### src/rtl/fetch_ctrl_if.sv
// fetch_ctrl_if: bundles the code-memory port, the redirect request and the
// decode-side valid/ready stream of the instruction fetch controller.
//   mem_addr/mem_inst         - synchronous code memory (1-cycle read latency)
//   redirect_valid/redirect_pc - branch/jump restart request
//   out_valid/out_ready/out_inst/out_pc - fetched word stream to decode
//   fault                     - sticky out-of-range fetch flag
// Modports: master = fetch controller, slave = memory/decode environment.
interface fetch_ctrl_if;
    logic [31:0] mem_addr;
    logic [31:0] mem_inst;
    logic        redirect_valid;
    logic [31:0] redirect_pc;
    logic        out_valid;
    logic        out_ready;
    logic [31:0] out_inst;
    logic [31:0] out_pc;
    logic        fault;

    modport master (
        output mem_addr, out_valid, out_inst, out_pc, fault,
        input  mem_inst, redirect_valid, redirect_pc, out_ready
    );

    modport slave (
        input  mem_addr, out_valid, out_inst, out_pc, fault,
        output mem_inst, redirect_valid, redirect_pc, out_ready
    );
endinterface

### src/rtl/fetch_ctrl.sv
// fetch_ctrl: instruction fetch controller. Owns the fetch PC, drives the
// code memory address every cycle, tracks the single in-flight read and
// buffers returned words in a 2-entry skid FIFO toward decode.
// Ports:
//   clk   - clock, all state on posedge
//   reset - synchronous, active-high
//   bus   - fetch_ctrl_if.master (memory, redirect, decode stream, fault)
// Parameters:
//   SIZE     - code memory size in bytes (power of two, multiple of 4)
//   RESET_PC - fetch PC after reset (word-aligned)
// Build option: define FETCH_BOUNDS_CHECK_EN to stop fetching and raise the
// sticky fault flag when the fetch PC reaches SIZE; otherwise fault is 0.
module fetch_ctrl #(
    parameter int unsigned SIZE     = 1024,
    parameter logic [31:0] RESET_PC = 32'h0
) (
    input  logic         clk,
    input  logic         reset,
    fetch_ctrl_if.master bus
);

    if ((SIZE < 4) || ((SIZE & (SIZE - 1)) != 0)) begin : g_bad_size
        $error("fetch_ctrl: SIZE must be a power of two and at least 4");
    end

    logic [31:0] r_fetch_pc, w_fetch_pc_d;
    logic        r_infl_v, w_infl_v_d;
    logic [31:0] r_infl_pc, w_infl_pc_d;
    logic [1:0]  r_occ, w_occ_d;
    logic [31:0] r_fifo_pc   [2];
    logic [31:0] r_fifo_inst [2];
    logic [31:0] w_fifo_pc_d   [2];
    logic [31:0] w_fifo_inst_d [2];

    logic        w_pop;
    logic        w_push;
    logic [2:0]  w_cnt;
    logic        w_attempt;
    logic        w_issue;
    logic        w_fault;
    logic [1:0]  w_slot;

    assign w_pop  = (r_occ != 2'd0) && bus.out_ready;
    assign w_push = r_infl_v && !bus.redirect_valid;

    // Entries that will be buffered or in flight after this cycle's pop;
    // a new read is only started when a slot is guaranteed for its return.
    assign w_cnt     = {1'b0, r_occ} + {2'b00, r_infl_v} - {2'b00, w_pop};
    assign w_attempt = !bus.redirect_valid && !w_fault && (w_cnt < 3'd2);

`ifdef FETCH_BOUNDS_CHECK_EN
    logic r_fault;
    logic w_oob;

    assign w_oob   = r_fetch_pc >= 32'(SIZE);
    assign w_issue = w_attempt && !w_oob;
    assign w_fault = r_fault;

    always_ff @(posedge clk) begin
        if (reset) begin
            r_fault <= 1'b0;
        end else if (bus.redirect_valid) begin
            r_fault <= 1'b0;
        end else if (w_attempt && w_oob) begin
            r_fault <= 1'b1;
        end
    end
`else
    assign w_issue = w_attempt;
    assign w_fault = 1'b0;
`endif

    // Slot the returning word lands in, after the head has shifted out.
    assign w_slot = r_occ - {1'b0, w_pop};

    always_comb begin
        w_fetch_pc_d  = r_fetch_pc;
        w_infl_v_d    = 1'b0;
        w_infl_pc_d   = r_infl_pc;
        w_occ_d       = r_occ;
        w_fifo_pc_d   = r_fifo_pc;
        w_fifo_inst_d = r_fifo_inst;

        if (bus.redirect_valid) begin
            // Squash buffered and in-flight words; a pop this cycle still counts.
            w_occ_d      = 2'd0;
            w_fetch_pc_d = {bus.redirect_pc[31:2], 2'b00};
        end else begin
            if (w_pop) begin
                w_fifo_pc_d[0]   = r_fifo_pc[1];
                w_fifo_inst_d[0] = r_fifo_inst[1];
            end
            if (w_push) begin
                w_fifo_pc_d[w_slot[0]]   = r_infl_pc;
                w_fifo_inst_d[w_slot[0]] = bus.mem_inst;
            end
            w_occ_d = r_occ + {1'b0, w_push} - {1'b0, w_pop};
            if (w_issue) begin
                w_infl_v_d   = 1'b1;
                w_infl_pc_d  = r_fetch_pc;
                w_fetch_pc_d = r_fetch_pc + 32'd4;
            end
        end
    end

    always_ff @(posedge clk) begin
        if (reset) begin
            r_fetch_pc <= RESET_PC;
            r_infl_v   <= 1'b0;
            r_occ      <= 2'd0;
        end else begin
            r_fetch_pc <= w_fetch_pc_d;
            r_infl_v   <= w_infl_v_d;
            r_occ      <= w_occ_d;
        end
    end

    // Data registers need no reset; they are only observed when occupied.
    always_ff @(posedge clk) begin
        r_infl_pc   <= w_infl_pc_d;
        r_fifo_pc   <= w_fifo_pc_d;
        r_fifo_inst <= w_fifo_inst_d;
    end

    assign bus.mem_addr  = r_fetch_pc;
    assign bus.out_valid = (r_occ != 2'd0);
    assign bus.out_inst  = r_fifo_inst[0];
    assign bus.out_pc    = r_fifo_pc[0];
    assign bus.fault     = w_fault;

    a_no_overflow: assert property (@(posedge clk) disable iff (reset)
        !(w_push && (r_occ == 2'd2) && !w_pop))
        else $error("fetch_ctrl: skid FIFO overflow");

endmodule

### src/flat_wrapper.sv
// flat-port wrapper written by rule: the top's interface ports become plain ports
module fetch_ctrl_flat 
#(
    parameter int unsigned SIZE     = 1024,
    parameter logic [31:0] RESET_PC = 32'h0
)
  (clk, reset, bus_mem_addr, bus_out_valid, bus_out_inst, bus_out_pc, bus_fault, bus_mem_inst, bus_redirect_valid, bus_redirect_pc, bus_out_ready);
  fetch_ctrl_if bus_i ();
  input  logic clk;
  input  logic reset;
  output wire logic [$bits(bus_i.mem_addr)-1:0] bus_mem_addr;
  output wire logic [$bits(bus_i.out_valid)-1:0] bus_out_valid;
  output wire logic [$bits(bus_i.out_inst)-1:0] bus_out_inst;
  output wire logic [$bits(bus_i.out_pc)-1:0] bus_out_pc;
  output wire logic [$bits(bus_i.fault)-1:0] bus_fault;
  input wire logic [$bits(bus_i.mem_inst)-1:0] bus_mem_inst;
  input wire logic [$bits(bus_i.redirect_valid)-1:0] bus_redirect_valid;
  input wire logic [$bits(bus_i.redirect_pc)-1:0] bus_redirect_pc;
  input wire logic [$bits(bus_i.out_ready)-1:0] bus_out_ready;
  assign bus_mem_addr = bus_i.mem_addr;
  assign bus_out_valid = bus_i.out_valid;
  assign bus_out_inst = bus_i.out_inst;
  assign bus_out_pc = bus_i.out_pc;
  assign bus_fault = bus_i.fault;
  assign bus_i.mem_inst = bus_mem_inst;
  assign bus_i.redirect_valid = bus_redirect_valid;
  assign bus_i.redirect_pc = bus_redirect_pc;
  assign bus_i.out_ready = bus_out_ready;
  fetch_ctrl #(.SIZE(SIZE), .RESET_PC(RESET_PC)) u_core (.clk(clk), .reset(reset), .bus(bus_i));
endmodule
### config.mk
export PLATFORM = sky130hd
export DESIGN_NAME = fetch_ctrl_flat
export DESIGN_NICKNAME = d
export VERILOG_FILES = /design/src/rtl/fetch_ctrl_if.sv /design/src/rtl/fetch_ctrl.sv /design/src/flat_wrapper.sv
export SDC_FILE = /design/constraint.sdc
export NUM_CORES = 1
export LEC_CHECK = 0
export BUFFER_PORTS_ARGS = -buffer_cell sky130_fd_sc_hd__buf_2
export CORE_MARGIN = 2
export CORE_UTILIZATION = 30
export CTS_CLUSTER_SIZE = 40
export DETAILED_ROUTE_END_ITERATION = 8
export SLEW_MARGIN = 0
export SYNTH_ARGS = -nofsm -noshare
export SYNTH_HDL_FRONTEND = slang
export SYNTH_SLANG_ARGS = --single-unit
### constraint.sdc
create_clock -name clk -period 8 [get_ports clk]
set_clock_uncertainty 0.1 [all_clocks]
set_input_delay 0.8 -clock clk [delete_from_list [all_inputs] [get_ports clk]]
set_output_delay 0.8 -clock clk [all_outputs]
set_load 0.01 [all_outputs]
==> impl_metrics.py, run 1 <==
metrics = {
    "floorplan": {
        "coreArea_mm2": 0.0279,
        "dieWidth_um": 173,
        "rows": 61,
        "dieArea_mm2": 0.0299,
        "initial_core_util_pct": 30.6,
        "dieHeight_um": 173,
        "ios": 166,
    },
    "timing": {
        "tightest_slew_ps": 1070,
        "setup_tns_ps": 0,
        "relSlewSlack_pct": 28.5,
        "slew_violations": 0,
        "finalCritPeriodShare_pct": 42.0,
        "finalHoldViolCount": 0,
        "rsz0062_at_grt": "false",
        "timing.final.ws_setup_ps": 4640,
        "fin_crit_ps": 3360,
        "finalSetupViolCount": 0,
        "timing.fmax_mhz": 297,
    },
    "final_layout": {
        "register_area_mm2": 0.00541,
        "layout_common_cells": "160 x buf_2, 158 x edfxtp_1, 79 x nand2_1",
        "drive_gt1_share_pct": 26.0,
        "fillCellCount": 2834,
        "layout_commonest_cell": "buf_2",
        "nets": 842,
        "multi_input_comb_area_mm2": 0.00249,
        "syn_to_final_growth_pct": 14.7,
    },
    "route": {
        "drc_errors": 0,
        "wl_per_cell_um": 16.6,
        "avgViaCountPerCell": 4.66,
        "antenna_left": 0,
        "firstDrtPassIters": 5,
        "drtIter0Drc": 408,
        "vias": 5417,
        "routed_wl_um": 19300,
    },
    "yosys": {
        "synth_seq_cells": 191,
        "synth_top_flop_cell": "edfxtp_1",
        "syn_area_per_cell_um2": 12.4,
        "syn_inst": 689,
        "synth_top_cell_by_area": "edfxtp_1",
        "ys_seq_area_share_pct": 63.2,
        "yosysWarnings": 0,
        "synth_edf_count": 158,
        "async_reset_ff_share_pct": 0,
        "syn-cell-area_mm2": 0.00855,
        "post_synth_num_cell_types": 50,
        "synth_top_area_share_pct": 55.5,
        "yosys-top-cells-area": "edfxtp_1 55%, dfxtp_1 7.7%, mux2i_1 7.3%",
    },
    "run_status": {
        "outcome": "completed",
    },
    "clock_network": {
        "clock_latency_ps": 430,
        "clkSlewWorstSetupHoldPaths_ps": 70,
        "cts-root-buf": "clkbuf_16",
        "cts_max_path_buffers": 2,
        "tritoncts": "yes",
        "cts_buffers": 17,
        "h-tree-depth": 4,
        "cts.sinks": 191,
        "post_cts_buffers": 0,
        "ctsHoldBuffers": 0,
        "ctsResizeCount": 0,
    },
    "power": {
        "p_leak_nw": 3.88,
        "peakVddDrop_mv": 0.117,
        "powerDensity_mw_per_mm2": 222,
    },
    "global_route": {
        "grt_first_pass_wirelength_um": 30700,
        "antenna_found_initial": 1,
        "grt-ovfl-total": 0,
        "grt_max_degree": 119,
        "grt_pass1_vias": 5247,
        "grt_usage_pct": 13.1,
    },
    "critical_path": {
        "crit_end": "u_core.bus.mem_addr[28]$_SDFFE_PP0P_",
        "cp-end-kind": "register",
        "worstSetupStartpointType": "input pin",
        "path_cells": "buf_2 -> xor2_1 -> nand2_1 -> fa_1 -> nand2_1 -> or4_1 -> or4_1 -> a311oi_1",
        "cp.required_ps": 8240,
        "rr_worst_depth": 7,
        "path_max_fanout": 17,
        "worstSetupPathType": "in2reg",
        "r2r_start": "u_core.r_occ[1]$_SDFF_PP0_",
        "startpoint": "bus_out_ready",
        "reg2reg_slack_ps": 4660,
        "cpPeakStageDelay_ps": 800,
        "slowest_stage": "or4_1",
        "cp.arrival_ps": 3600,
        "worstReg2RegEnd": "u_core.bus.mem_addr[28]$_SDFFE_PP0P_",
    },
    "place": {
        "dp_hpwl_um": 12700,
        "numPortBuffers": 160,
        "pre_cts_ws_ps": 4220,
        "place.gp.congestion": 0.771,
    },
    "job": {
        "maxCapViolations": 0,
    },
    "min_path": {
        "whs_path_depth": 0,
        "hold_class": "reg2reg",
    },
}
-- critical path, delay by kind of cell --
family | cells | cell delay, ps
buffers and inverters | 1 | 150
AOI/OAI and AO/OA | 1 | 260
and+or+nand+nor | 4 | 1610
xor gates and xnor gates | 1 | 150
adders and majority gates | 1 | 630
-- power breakdown --
group          total [W]  switching [W]  internal [W]
sequential       0.00118      0.0000433       0.00114
combinational   0.000170       0.000100     0.0000698
clock           0.000826       0.000390      0.000436
-- cells by family (layout without fill, tap and decap cells) --
logic type | count (synthesis) | count (layout) | share of synthesized area [%]
other cells | 1 | 4 | 0.0438
compound gates | 125 | 125 | 8.98
mux | 62 | 62 | 7.26
buf+inv | 114 | 207 | 8.19
simple gates | 181 | 181 | 10.3
xor+xnor | 12 | 12 | 1.45
fa+ha+maj | 3 | 3 | 0.527
flops | 191 | 191 | 63.2
-- worst min-delay path by stage --
stage                     slack (ps)                      startpoint        to
after floorplan                  330  u_core.r_infl_pc[31]$_DFFE_PP_  register
after global placement           330  u_core.r_infl_pc[14]$_DFFE_PP_  register
after detailed placement         340  u_core.r_infl_pc[19]$_DFFE_PP_  register
after CTS                        350  u_core.r_infl_pc[19]$_DFFE_PP_  register
after global routing             370  u_core.r_infl_pc[19]$_DFFE_PP_  register
final                            350  u_core.r_infl_pc[16]$_DFFE_PP_  register
-- routing by layer --
| metal | global-route usage [%] | routed length (um) |
|---|---|---|
| met3 | 2.73 | 864 |
| met2 | 20.7 | 9010 |
| met5 | 0 | 0 |
| met4 | 3.95 | 265 |
| met1 | 18.1 | 9130 |
-- Yosys cell counts, types with 2 or more instances --
library cell / count
and3_1: 2
o31a_1: 4
buf_6: 2
a221oi_1: 3
ha_1: 2
o31ai_1: 10
or4_1: 11
mux2i_1: 62
and2_1: 4
nand4_1: 8
nor2_1: 33
inv_1: 9
o21ai_0: 72
a21oi_1: 6
a211oi_1: 8
buf_2: 5
nand2_1: 79
a311oi_1: 15
or3_1: 8
buf_1: 5
and4_1: 5
nor3_1: 8
edfxtp_1: 158
dfxtp_1: 33
nand3_1: 7
clkbuf_1: 25
buf_4: 67
xnor2_1: 7
nor4_1: 5
nand4_2: 2
nor2b_1: 2
xor2_1: 4
-- stage by stage --
| step | hold slack (ps) | std cells | area [um^2] | utilization (%) | power, W |
|---|---|---|---|---|---|
| 2_1_floorplan | 326 | 691 | 8560 | - | 0.00132 |
| 3_3_place_gp | 330 | 1130 | 9240 | 33.1 | 0.00137 |
| 3_5_place_dp | 336 | 1130 | 9240 | 33.1 | 0.00138 |
| 4_1_cts | 350 | 1162 | 9810 | 35.1 | 0.00220 |
| 5_1_grt | 370 | 1163 | 9810 | 35.1 | 0.00227 |
| 6_report | 352 | 1163 | 9810 | 35.1 | 0.00218 |
-- layout make-up --
type | count | share of cell area (%)
inverter | 10 | 0.408
clock buffer | 18 | 4.38
antenna | 1 | 0.0255
sequential | 191 | 55.1
timing repair buffer | 165 | 8.55
tap | 378 | 4.82
clock inverter | 14 | 1.35
multi-input combinational | 386 | 25.4
Note: power is estimated with default switching activity, not from simulation.
==> inputs of run 2 (changes only) <==
- clock period: 8 -> 2.7 ns (I/O delays scaled with it)
==> run 2 against run 1 <==
Compared with the run above: core utilization grew 3.1 points; routed wire length grew 5.0%; final area grew 8.7%; global-route usage grew 0.64 points; die area is the same.
==> impl_metrics.py, run 2 (synthesized netlist as in run 1, its figures left out) <==
metrics = {
    "run_status": {
        "outcome": "completed",
    },
    "route": {
        "drc_errors": 0,
        "antenna_left": 0,
        "vias": 5704,
        "routed_wl_um": 20200,
        "firstDrtPassIters": 4,
        "wl_per_cell_um": 16.3,
        "avgViaCountPerCell": 4.60,
        "drtIter0Drc": 336,
    },
    "final_layout": {
        "register_area_mm2": 0.00541,
        "layout_common_cells": "160 x buf_2, 158 x edfxtp_1, 78 x nand2_1",
        "syn_to_final_growth_pct": 24.7,
        "drive_gt1_share_pct": 29.9,
        "fillCellCount": 2761,
        "layout_commonest_cell": "buf_2",
        "nets": 920,
        "multi_input_comb_area_mm2": 0.00255,
    },
    "clock_network": {
        "cts_buffers": 17,
        "h-tree-depth": 4,
        "clock_latency_ps": 430,
        "clkSlewWorstSetupHoldPaths_ps": 80,
        "cts.sinks": 191,
        "tritoncts": "yes",
        "cts-root-buf": "clkbuf_16",
        "cts_max_path_buffers": 2,
    },
    "critical_path": {
        "worstSetupStartpointType": "register",
        "path_cells": "xor2_1 -> nand2_1 -> fa_2 -> xor2_4 -> or4_4 -> buf_6 -> or4_1 -> a311oi_2",
        "reg2reg_slack_ps": 3,
        "rr_worst_depth": 8,
        "worstSetupPathType": "reg2reg",
        "cp.arrival_ps": 2950,
        "cp-end-kind": "register",
        "r2r_start": "u_core.r_infl_v$_SDFF_PP0_",
        "slowest_stage": "or4_4",
        "worstReg2RegEnd": "u_core.bus.mem_addr[24]$_SDFFE_PP0P_",
        "cpPeakStageDelay_ps": 530,
        "path_max_fanout": 13,
        "cp.required_ps": 2950,
    },
    "timing": {
        "finalCritPeriodShare_pct": 99.9,
        "finalSetupViolCount": 0,
        "timing.fmax_mhz": 371,
        "finalHoldViolCount": 0,
        "tightest_slew_ps": 1150,
        "rsz0062_at_grt": "true",
        "fin_crit_ps": 2700,
        "relSlewSlack_pct": 23.4,
        "timing.final.ws_setup_ps": 3.14,
        "slew_violations": 0,
    },
    "power": {
        "powerDensity_mw_per_mm2": 627,
        "power_w": 0.00669,
        "peakVddDrop_mv": 0.387,
        "p_leak_nw": 4.28,
    },
    "global_route": {
        "grt_pass1_vias": 5675,
        "grt-ovfl-total": 0,
        "grt_first_pass_wirelength_um": 32100,
        "grt_usage_pct": 13.8,
        "grt_max_degree": 62,
        "antenna_found_initial": 1,
    },
    "floorplan": {
        "dieWidth_um": 173,
        "rows": 61,
        "dieArea_mm2": 0.0299,
        "coreArea_mm2": 0.0279,
        "initial_core_util_pct": 30.6,
        "ios": 166,
        "dieHeight_um": 173,
    },
    "place": {
        "pre_cts_ws_ps": -112,
        "dp_hpwl_um": 13600,
        "numPortBuffers": 160,
        "place.gp.congestion": 0.798,
    },
    "min_path": {
        "min_to": "u_core.bus.mem_addr[21]$_SDFFE_PP0P_",
        "whs_path_depth": 3,
        "min-delay-start": "bus_redirect_pc[21]",
        "hold_class": "in2reg",
    },
    "job": {
        "maxCapViolations": 0,
    },
}
[run 2: layer usage]
layer / routed length, um / vias up / track usage (%)
met5: 0 / - / 0
li1: - / 2817 / -
met1: 9570 / 2715 / 19.2
met2: 9380 / 154 / 21.1
met3: 905 / 18 / 2.95
met4: 371 / 0 / 4.94
[run 2: layout make-up]
type | count | area share (%)
Tap cell | 378 | 4.43
Inverter | 10 | 0.375
Sequential cell | 191 | 50.7
Timing Repair Buffer | 243 | 14.9
Clock buffer | 17 | 3.99
Clock inverter | 15 | 1.63
Multi-Input combinational cell | 386 | 23.9
Antenna cell | 1 | 0.0235
[run 2: worst max-delay path, delay by kind of cell (launching register included)]
kind / cells / cell delay (ps)
simple gates: 3 / 1050
xor+xnor: 2 / 310
buf+inv: 1 / 160
fa+ha+maj: 1 / 420
compound gates: 1 / 240
flops: 1 / 340
[run 2: worst max path at each step]
stage | start | end | slack (ps)
floorplan | u_core.r_occ[1]$_SDFF_PP0_ | u_core.bus.mem_addr[25]$_SDFFE_PP0P_ | -330
global placement | bus_out_ready | u_core.bus.mem_addr[26]$_SDFFE_PP0P_ | -110
detailed placement | bus_out_ready | u_core.bus.mem_addr[23]$_SDFFE_PP0P_ | -110
CTS | u_core.r_infl_v$_SDFF_PP0_ | u_core.bus.mem_addr[24]$_SDFFE_PP0P_ | -60
global route | u_core.r_infl_v$_SDFF_PP0_ | u_core.bus.mem_addr[23]$_SDFFE_PP0P_ | -100
finish | u_core.r_infl_v$_SDFF_PP0_ | u_core.bus.mem_addr[24]$_SDFFE_PP0P_ | 3
[run 2: per-stage QoR]
| step | instance area, um^2 | hold slack [ps] | utilization (%) | setup TNS, ps | instances |
|---|---|---|---|---|---|
| floorplan | 8640 | 269 | - | -8160 | 691 |
| global placement | 9590 | 329 | 34.3 | -766 | 1164 |
| detailed placement | 9590 | 331 | 34.3 | -950 | 1164 |
| CTS | 10600 | 1.78 | 38.1 | -295 | 1240 |
| global route | 10700 | 9.87 | 38.2 | -756 | 1241 |
| finish | 10700 | 27.8 | 38.2 | 0 | 1241 |
[run 2: what timing repair did]
action,CTS,global route
setup buffers,3,0
pin swaps,5,4
gates cloned,0,0
setup endpoints to repair,9,16
hold buffers,41,0
gates resized for setup,3,6
hold endpoints to repair,44,0
[run 2: report_power, final]
group	total, W	switching (W)	internal (W)
clock network	0.00258	0.00119	0.00140
logic	0.000629	0.000348	0.000281
registers	0.00347	0.000102	0.00337
